$ cat config.mk
export PLATFORM = sky130hd
export DESIGN_NAME = active_resp
export DESIGN_NICKNAME = d
export VERILOG_FILES = /design/src/rtl/active_resp.sv
export SDC_FILE = /design/constraint.sdc
export NUM_CORES = 1
export LEC_CHECK = 0
export ABC_AREA = 1
export BUFFER_PORTS_ARGS = -buffer_cell sky130_fd_sc_hd__buf_2
export CAP_MARGIN = 20
export CORE_AREA = 3 3 88 90
export DETAILED_ROUTE_END_ITERATION = 12
export DIE_AREA = 0 0 91 93
export GPL_ROUTABILITY_DRIVEN = 0
export GPL_TIMING_DRIVEN = 0
export HOLD_SLACK_MARGIN = 0.08
export MAX_ROUTING_LAYER = met4
export PLACE_DENSITY_LB_ADDON = 0.3
export SLEW_MARGIN = 40
export SYNTH_ARGS = -nofsm -noshare
export SYNTH_HDL_FRONTEND = slang
export SYNTH_SLANG_ARGS = --single-unit
$ cat constraint.sdc
create_clock -name clk_100MHz -period 1.6 [get_ports clk_100MHz]
set_clock_uncertainty 0.15 [all_clocks]
set_input_delay 0 -clock clk_100MHz [delete_from_list [all_inputs] [get_ports clk_100MHz]]
set_output_delay 0 -clock clk_100MHz [all_outputs]
set_load 0.02 [all_outputs]
$ cat src/rtl/active_resp.sv
// ACTIVE entry responder: waits for the remote ACTIVE_entry_req on the sideband,
// echoes its payload back in an ACTIVE_entry_resp, and reports done or error.
package active_resp_pkg;
  typedef enum logic [3:0] {
    SB_NOP            = 4'h0,
    ACTIVE_entry_req  = 4'h1,
    ACTIVE_entry_resp = 4'h2,
    PM_entry_req      = 4'h3,
    SB_error_msg      = 4'h4
  } SB_msg_t;
endpackage

module active_resp
  import active_resp_pkg::*;
#(
  parameter int MAX_UNEXP = 4
) (
  input  logic          clk_100MHz,
  input  logic          reset_n,
  input  logic          enable_i,
  input  SB_msg_t       SB_RX_msg_i,
  input  logic [63:0]   SB_RX_dataBus_i,
  input  logic          SB_RX_msg_valid_i,
  output logic          SB_RX_msg_req_o,
  output SB_msg_t       SB_TX_msg_o,
  output logic [63:0]   SB_TX_dataBus_o,
  output logic          SB_TX_msg_valid_o,
  input  logic          SB_TX_msg_sendNextFlag_i,
  input  logic          SBmessage_retry_timeout_flag,
  output logic          reset_SBmessage_retry_timeout,
  output logic          reset_state_timeout_counter_o,
  output logic          ACTIVE_RESP_done_o,
  output logic          ACTIVE_RESP_error_o
);
  // state     | meaning
  // IDLE      | not granted; everything cleared
  // WAIT_REQ  | popping RX messages until ACTIVE_entry_req arrives
  // SEND_RESP | offering ACTIVE_entry_resp carrying the echoed payload
  // DONE      | response delivered; still absorbs remote retries
  // ERROR     | timeout or too many unexpected messages; sticky until disabled
  typedef enum logic [2:0] {IDLE, WAIT_REQ, SEND_RESP, DONE, ERROR} state_t;

  localparam int CW = $clog2(MAX_UNEXP + 1);

  state_t         state_q, state_d;
  logic [CW-1:0]  unexp_q, unexp_d;
  logic [63:0]    echo_q, echo_d;
  logic           rx_req_q, rx_req_d;
  SB_msg_t        tx_msg_q, tx_msg_d;
  logic [63:0]    tx_data_q, tx_data_d;
  logic           tx_valid_q, tx_valid_d;
  logic           rst_retry_q, rst_retry_d;
  logic           rst_state_q, rst_state_d;
  logic           done_q, done_d;
  logic           error_q, error_d;

  logic consumed, is_req;

  assign consumed = rx_req_q & SB_RX_msg_valid_i;
  assign is_req   = (SB_RX_msg_i == ACTIVE_entry_req);

  always_comb begin
    state_d     = state_q;
    unexp_d     = unexp_q;
    echo_d      = echo_q;
    rx_req_d    = rx_req_q;
    tx_msg_d    = tx_msg_q;
    tx_data_d   = tx_data_q;
    tx_valid_d  = tx_valid_q;
    rst_retry_d = 1'b0;
    rst_state_d = 1'b0;
    done_d      = done_q;
    error_d     = error_q;

    if (!enable_i) begin
      // Withdrawal also drops an unaccepted TX offer.
      state_d    = IDLE;
      unexp_d    = '0;
      echo_d     = '0;
      rx_req_d   = 1'b0;
      tx_msg_d   = SB_NOP;
      tx_data_d  = '0;
      tx_valid_d = 1'b0;
      done_d     = 1'b0;
      error_d    = 1'b0;
    end else begin
      case (state_q)
        IDLE: begin
          state_d     = WAIT_REQ;
          rx_req_d    = 1'b1;
          rst_retry_d = 1'b1;
          rst_state_d = 1'b1;
        end
        WAIT_REQ: begin
          if (consumed && is_req) begin
            state_d    = SEND_RESP;
            echo_d     = SB_RX_dataBus_i;
            unexp_d    = '0;
            rx_req_d   = 1'b0;
            tx_valid_d = 1'b1;
            tx_msg_d   = ACTIVE_entry_resp;
            tx_data_d  = SB_RX_dataBus_i;
          end else if (SBmessage_retry_timeout_flag) begin
            state_d  = ERROR;
            rx_req_d = 1'b0;
            error_d  = 1'b1;
          end else if (consumed) begin
            if (unexp_q != CW'(MAX_UNEXP)) unexp_d = unexp_q + CW'(1);
            if (unexp_q >= CW'(MAX_UNEXP - 1)) begin
              state_d  = ERROR;
              rx_req_d = 1'b0;
              error_d  = 1'b1;
            end
          end
        end
        SEND_RESP: begin
          if (SB_TX_msg_sendNextFlag_i) begin
            state_d    = DONE;
            tx_valid_d = 1'b0;
            tx_msg_d   = SB_NOP;
            tx_data_d  = '0;
            rx_req_d   = 1'b1;
            done_d     = 1'b1;
          end
        end
        DONE: begin
          // A repeated request means the remote missed our response.
          if (consumed && is_req) begin
            state_d    = SEND_RESP;
            echo_d     = SB_RX_dataBus_i;
            rx_req_d   = 1'b0;
            done_d     = 1'b0;
            tx_valid_d = 1'b1;
            tx_msg_d   = ACTIVE_entry_resp;
            tx_data_d  = SB_RX_dataBus_i;
          end
        end
        ERROR: ;
        default: state_d = IDLE;
      endcase
    end
  end

  always_ff @(posedge clk_100MHz or negedge reset_n) begin
    if (!reset_n) begin
      state_q     <= IDLE;
      unexp_q     <= '0;
      echo_q      <= '0;
      rx_req_q    <= 1'b0;
      tx_msg_q    <= SB_NOP;
      tx_data_q   <= '0;
      tx_valid_q  <= 1'b0;
      rst_retry_q <= 1'b0;
      rst_state_q <= 1'b0;
      done_q      <= 1'b0;
      error_q     <= 1'b0;
    end else begin
      state_q     <= state_d;
      unexp_q     <= unexp_d;
      echo_q      <= echo_d;
      rx_req_q    <= rx_req_d;
      tx_msg_q    <= tx_msg_d;
      tx_data_q   <= tx_data_d;
      tx_valid_q  <= tx_valid_d;
      rst_retry_q <= rst_retry_d;
      rst_state_q <= rst_state_d;
      done_q      <= done_d;
      error_q     <= error_d;
    end
  end

  assign SB_RX_msg_req_o               = rx_req_q;
  assign SB_TX_msg_o                   = tx_msg_q;
  assign SB_TX_dataBus_o               = tx_data_q;
  assign SB_TX_msg_valid_o             = tx_valid_q;
  assign reset_SBmessage_retry_timeout = rst_retry_q;
  assign reset_state_timeout_counter_o = rst_state_q;
  assign ACTIVE_RESP_done_o            = done_q;
  assign ACTIVE_RESP_error_o           = error_q;
endmodule

==> results of run 1 <==
==> state kept, by name (all words and copies together) (netlist names) <==
| register | cells |
|---|---|
| reset_state_timeout_counter_o | 1 |
| SB_RX_msg_req_o | 1 |
| ACTIVE_RESP_error_o | 1 |
| SB_TX_dataBus_o | 64 |
| unexp_q | 3 |
| ACTIVE_RESP_done_o | 1 |
| SB_TX_msg_o | 1 |
| state_q | 3 |
==> power by group through the flow <==
stage          Clock (uW)  Sequential [uW]  Combinational (uW)
6_report             1670             2020                1440
4_1_cts              1680             2030                1150
3_5_place_dp            0             2060                 999
5_1_grt              1790             2030                1570
3_3_place_gp            0             2060                 974
2_1_floorplan           0             2090                 627
==> stage by stage <==
step	worst slack, ns	hold slack, ns	cells	total power, uW	TNS [ns]
floorplan	0.0684	-0.446	377	2720	0
global placement	-0.115	0.0782	619	3030	-8.68
detailed placement	-0.0634	-0.214	620	3060	-1.42
CTS	0.00336	0.254	710	4860	0
global route	-0.0390	0.276	725	5380	-0.523
finish	0.0397	0.271	725	5130	0
==> layout make-up <==
| cell class | instances | area (sq um) |
|---|---|---|
| flip-flops and latches | 75 | 1880 |
| well taps | 99 | 124 |
| repair buffers | 234 | 1620 |
| clock buffers | 12 | 155 |
| plain buffers | 27 | 246 |
| fillers | 497 | 1780 |
| clock inverters | 4 | 72.6 |
| multi-input cells | 260 | 1200 |
| inverters | 14 | 52.6 |
==> final timing paths <==
kind / from / cells past startpoint / to / slack, ns
max in group asynchronous: reset_n / 4 / state_q[1]$_DFFE_PN0P_ / 0.24
max: state_q[2]$_DFFE_PN0P_ / 9 / SB_TX_dataBus_o[16]$_DFFE_PN0P_ / 0.04
max reg2reg: state_q[2]$_DFFE_PN0P_ / 9 / SB_TX_dataBus_o[16]$_DFFE_PN0P_ / 0.04
min in group asynchronous: reset_n / 3 / SB_TX_dataBus_o[17]$_DFFE_PN0P_ / 0.53
min reg2reg: SB_TX_dataBus_o[61]$_DFFE_PN0P_ / 2 / SB_TX_dataBus_o[61]$_DFFE_PN0P_ / 0.32
min: SB_RX_dataBus_i[45] / 4 / SB_TX_dataBus_o[45]$_DFFE_PN0P_ / 0.27
==> timing repair <==
action / CTS / global route
setup endpoints to repair: 50 / 67
hold buffers: 74 / 0
setup buffers: 0 / 15
pin swaps: 0 / 10
cloned: 0 / 1
gates resized for setup: 6 / 40
hold endpoints to repair: 149 / 0
==> critical path, cell delays in order (launching register included) <==
cell and delay [ns]:
dfrtp_1 0.40, inv_2 0.10, nand2_2 0.09, nor2_4 0.19, nand2_4 0.07, nand3_4 0.08
buf_8 0.14, buf_6 0.14, nand2_1 0.07, nand2_1 0.06
==> cells in the final DEF (no fill, tap or decap), types with 4 or more instances in the layout <==
| master | n |
|---|---|
| nor2_1 | 9 |
| buf_6 | 8 |
| clkbuf_8 | 11 |
| nand2_1 | 151 |
| inv_2 | 4 |
| dlygate4sd3_1 | 74 |
| nand3_1 | 67 |
| clkbuf_4 | 4 |
| buf_4 | 26 |
| inv_1 | 10 |
| buf_2 | 143 |
| o21ai_0 | 7 |
| nand3_2 | 4 |
| dfrtp_1 | 74 |
==> per-layer routing <==
metal	GRT usage	share of wire	vias to the layer above
met4	0.0678	0.018	0
met5	-	0	-
met1	0.302	0.40	1684
met2	0.438	0.53	128
met3	0.0459	0.055	19
li1	-	-	1681
==> cell families (layout without fill, tap and decap cells) <==
kind of cell             Yosys count  count (layout)  synth area share
AND/OR/NAND/NOR                  244             244             0.319
flip-flops                        75              75             0.577
buffers and inverters             42             291            0.0746
AO/OA/AOI/OAI                     10              10            0.0173
adder cells (fa/ha/maj)            3               3            0.0115
other                              1               3           0.00115
==> qor.csv, run 1 <==
metric,value,unit
p_sw,1520,uW
synthTopCellsByArea,"dfrtp_1, nand2_1, nand3_1",
grt_pass1_wl,16700,um
p_seq_frac,0.394,
synthFlopType,dfrtp_1,
drc,0,
syn2layout_area_growth,64.5,%
nets,698,
synth_edf_count,0,
status,"finished, final reports clean",
drtIter0Drc,155,
drv_cap,0,
cts_root_buffer,clkbuf_8,
wl,10500,um
grt_pass1_vias,3448,
gr-total-overflow,0,
io_buffers,143,
period_needed,1.56,ns
diodes,0,
hpwl,5970,um
clock-sinks,75,
ios,148,
powerDensity,958,mW/mm^2
min_period_over_period,0.975,
synthTopCellsByCount,"nand2_1, dfrtp_1, nand3_1",
fin_util,0.750,
fp.dieH,93,um
slew_violations,0,
fp.dieArea,0.00846,sq mm
p_leak,0.00314,uW
hold_class,in -> reg,
drive_gt1_frac,0.359,
start_kind,flop,
start_util,0.456,
clk_latency,0.34,ns
crit_required,1.73,ns
htree_levels,3,
setup_violations,0,
ys_warn_count,0,
synth_top_cell_area_share,0.577,
firstDrtPassIters,4,
pwr-share-clk,0.325,
final_antenna_net_count,0,
cts.clk_slew.worst_paths,0.08,ns
cts_buffers,9,
core,0.00714,sq mm
viasPerCell,4.84,
yosysMostFrequentCell,nand2_1,
critPathKind,reg -> reg,
post_dp_cell_area,0.00413,sq mm
ys_types,22,
hold_violations,0,
max-vdd-ir-drop,684,uV
grt_max_degree,41,
switching_share,0.297,
power_frac_comb,0.281,
vias,3512,
die-width,91,um
internal-power,3600,uW
synth-seq-area-share,0.577,
cts_tree,done,
synth-seq-cells,75,
arrival,1.69,ns
synth_cells,375,
antenna_found_initial,0,
critPathMaxFanout,10,
synth_area_per_cell,8.68,sq um
rows,31,
wl_per_cell,14.4,um
clk_path_buf_depth,2,
grt_usage,0.251,
max_freq,641,MHz
synth_largest_area_cell,dfrtp_1,
cp-end-kind,flop,
async_flop_share,1.00,
design_area,0.00535,sq mm
synth_area,0.00325,sq mm
Power figures use the tool's default switching activity.
==> inputs of run 2 (changes only) <==
- CTS_BUF_LIST: not set -> sky130_fd_sc_hd__clkbuf_8 sky130_fd_sc_hd__clkbuf_16
- clock period: 1.6 -> 1.5 ns (I/O delays scaled with it)
==> qor.csv, run 2 (synthesized netlist as in run 1, its figures left out) <==
metric,value,unit,change
slew_violations,0,,unchanged
final_antenna_net_count,0,,unchanged
max_freq,628,MHz,was 641 MHz
path_buf_inv,3,,unchanged
fp.dieH,93,um,unchanged
hold_violations,0,,unchanged
powerDensity,1030,mW/mm^2,was 958 mW/mm^2
arrival,1.67,ns,was 1.69 ns
ios,148,,unchanged
critPathMaxFanout,5,,was 10
drive_gt1_frac,0.434,,was 0.359
cts.clk_slew.worst_paths,0.08,ns,about the same
grt_max_degree,41,,unchanged
dp.cells,620,,unchanged
start_kind,flop,,unchanged
slowest_stage,dfrtp_1,,unchanged
setup_slack,-0.0914,ns,was 0.0397 ns
die-width,91,um,unchanged
p_seq_frac,0.374,,was 0.394
internal-power,4000,uW,was 3600 uW
layout_commonest_cell,buf_2,,was nand2_1
p_sw,1780,uW,was 1520 uW
hpwl,5910,um,was 5970 um
critPathTopFamily,simple AND/OR/NAND/NOR gates,,unchanged
power.total,5780,uW,was 5130 uW
cts_buffers,9,,unchanged
grt_pass1_vias,3494,,"was 3,448"
critical_path.cell_chain,"inv_2, nand3_2, nor2_4, a21oi_4, nand3_4, buf_8, buf_6, nand2_1, nand2_1",,"was inv_2, nand2_2, nor2_4, nand2_4, nand3_4, buf_8, buf_6, nand2_1, nand2_1"
clk_latency,0.34,ns,about the same
htree_levels,3,,unchanged
whs,0.263,ns,was 0.271 ns
crit_top_cell,nand2_1,,unchanged
status,"complete, but fails checks",,"was finished, final reports clean"
p_leak,0.00327,uW,was 0.00314 uW
drc,0,,unchanged
wl_per_cell,14.5,um,was 14.4 um
rows,31,,unchanged
min_period_over_period,1.06,,was 0.975
setup_violations,67,,was 0
layout.cells.non_filler,733,,was 725
crit_required,1.58,ns,was 1.73 ns
power_frac_comb,0.343,,was 0.281
violations,negative setup slack,,
gr-total-overflow,0,,unchanged
largest_reg_flops,64,,unchanged
drv_cap,0,,unchanged
max-vdd-ir-drop,899,uV,was 684 uV
drtIter0Drc,144,,was 155
clk_path_buf_depth,2,,unchanged
cts_tree,done,,unchanged
post-place-ws,-0.167,ns,was -0.0634 ns
antenna_found_initial,0,,unchanged
firstDrtPassIters,4,,unchanged
hold_class,in -> reg,,unchanged
viasPerCell,4.84,,about the same
io_buffers,143,,unchanged
layout_common_cells,"buf_2, nand2_1, dlygate4sd3_1",,"was nand2_1, buf_2, dfrtp_1, dlygate4sd3_1, nand3_1"
max_stage_delay,0.38,ns,was 0.40 ns
clock-sinks,75,,unchanged
wl,10600,um,"was 10,500 um"
pwr-share-clk,0.283,,was 0.325
fin_util,0.785,,was 0.750
grt_pass1_wl,16500,um,"was 16,700 um"
fp.dieArea,0.00846,sq mm,unchanged
syn2layout_area_growth,72.2,%,was 64.5%
cp-end-kind,flop,,unchanged
vias,3551,,"was 3,512"
diodes,0,,unchanged
switching_share,0.308,,was 0.297
core,0.00714,sq mm,unchanged
nets,706,,was 698
grt_usage,0.248,,was 0.251
cts_root_buffer,clkbuf_8,,unchanged
rsz0062_at_grt,yes,,
critPathKind,reg -> reg,,unchanged
start_util,0.456,,unchanged
period_needed,1.59,ns,was 1.56 ns
[run 2: cell count changes in the layout (fill, tap and decap cells not counted), sizes merged]
cell	change
buf	+11
bufbuf	+1
bufinv	-1
clkbuf	-4
clkinvlp	-1
inv	+2
[run 2: through the flow]
stage / setup TNS (ns) / cell area, sq um
floorplan: 0 / 3260
global placement: -20.59 / 4100
detailed placement: -6.41 / 4130
CTS: -0.816 / 5380
global route: -8.87 / 5600
finish: -3.51 / 5600
[run 2: area by class of cell]
class | instances | area, sq um
plain buffers | 27 | 250
clock buffers | 12 | 165
clock inverters | 4 | 47.5
fillers | 472 | 1530
inverters | 14 | 52.6
multi-input cells | 260 | 1350
flip-flops and latches | 75 | 1880
well taps | 99 | 124
repair buffers | 242 | 1730
[run 2: tightest hold or removal path, cell delays in order]
cell	delay (ns)
dlygate4sd3_1	0.51
buf_2	0.09
nand3_1	0.06
nand2_1	0.06
[run 2: layer usage]
| metal | track usage | vias up | wire length (um) |
|---|---|---|---|
| met5 | - | - | 0 |
| met4 | 0.0879 | 0 | 270 |
| met3 | 0.0595 | 28 | 622 |
| met2 | 0.421 | 151 | 5470 |
| met1 | 0.289 | 1669 | 4260 |
| li1 | - | 1703 | - |
[run 2: path summary, 6_finish.rpt]
path,cells past startpoint,slack [ns],end,start
min reg2reg,2,0.32,SB_TX_dataBus_o[34]$_DFFE_PN0P_,SB_TX_dataBus_o[34]$_DFFE_PN0P_
min,4,0.26,SB_TX_dataBus_o[29]$_DFFE_PN0P_,SB_RX_dataBus_i[29]
min in group asynchronous,3,0.49,SB_TX_dataBus_o[14]$_DFFE_PN0P_,reset_n
max,9,-0.09,SB_TX_dataBus_o[7]$_DFFE_PN0P_,state_q[0]$_DFFE_PN0P_
max in group asynchronous,4,0.17,SB_TX_dataBus_o[0]$_DFFE_PN0P_,reset_n
max reg2reg,9,-0.09,SB_TX_dataBus_o[7]$_DFFE_PN0P_,state_q[0]$_DFFE_PN0P_
[run 2: power by group through the flow]
stage | registers, uW | logic [uW] | clock network [uW]
2_1_floorplan | 2230 | 669 | 0
3_3_place_gp | 2200 | 1040 | 0
3_5_place_dp | 2200 | 1060 | 0
4_1_cts | 2150 | 1710 | 1680
5_1_grt | 2170 | 2110 | 1750
6_report | 2160 | 1980 | 1640
[run 2: timing repair]
| item | CTS | global route |
|---|---|---|
| setup buffers | 12 | 5 |
| gates cloned | 6 | 1 |
| hold buffers | 74 | 0 |
| pin swaps | 4 | 13 |
| resized for setup | 42 | 65 |
| endpoints found under the hold margin | 149 | 0 |
| endpoints found under the setup margin | 57 | 71 |
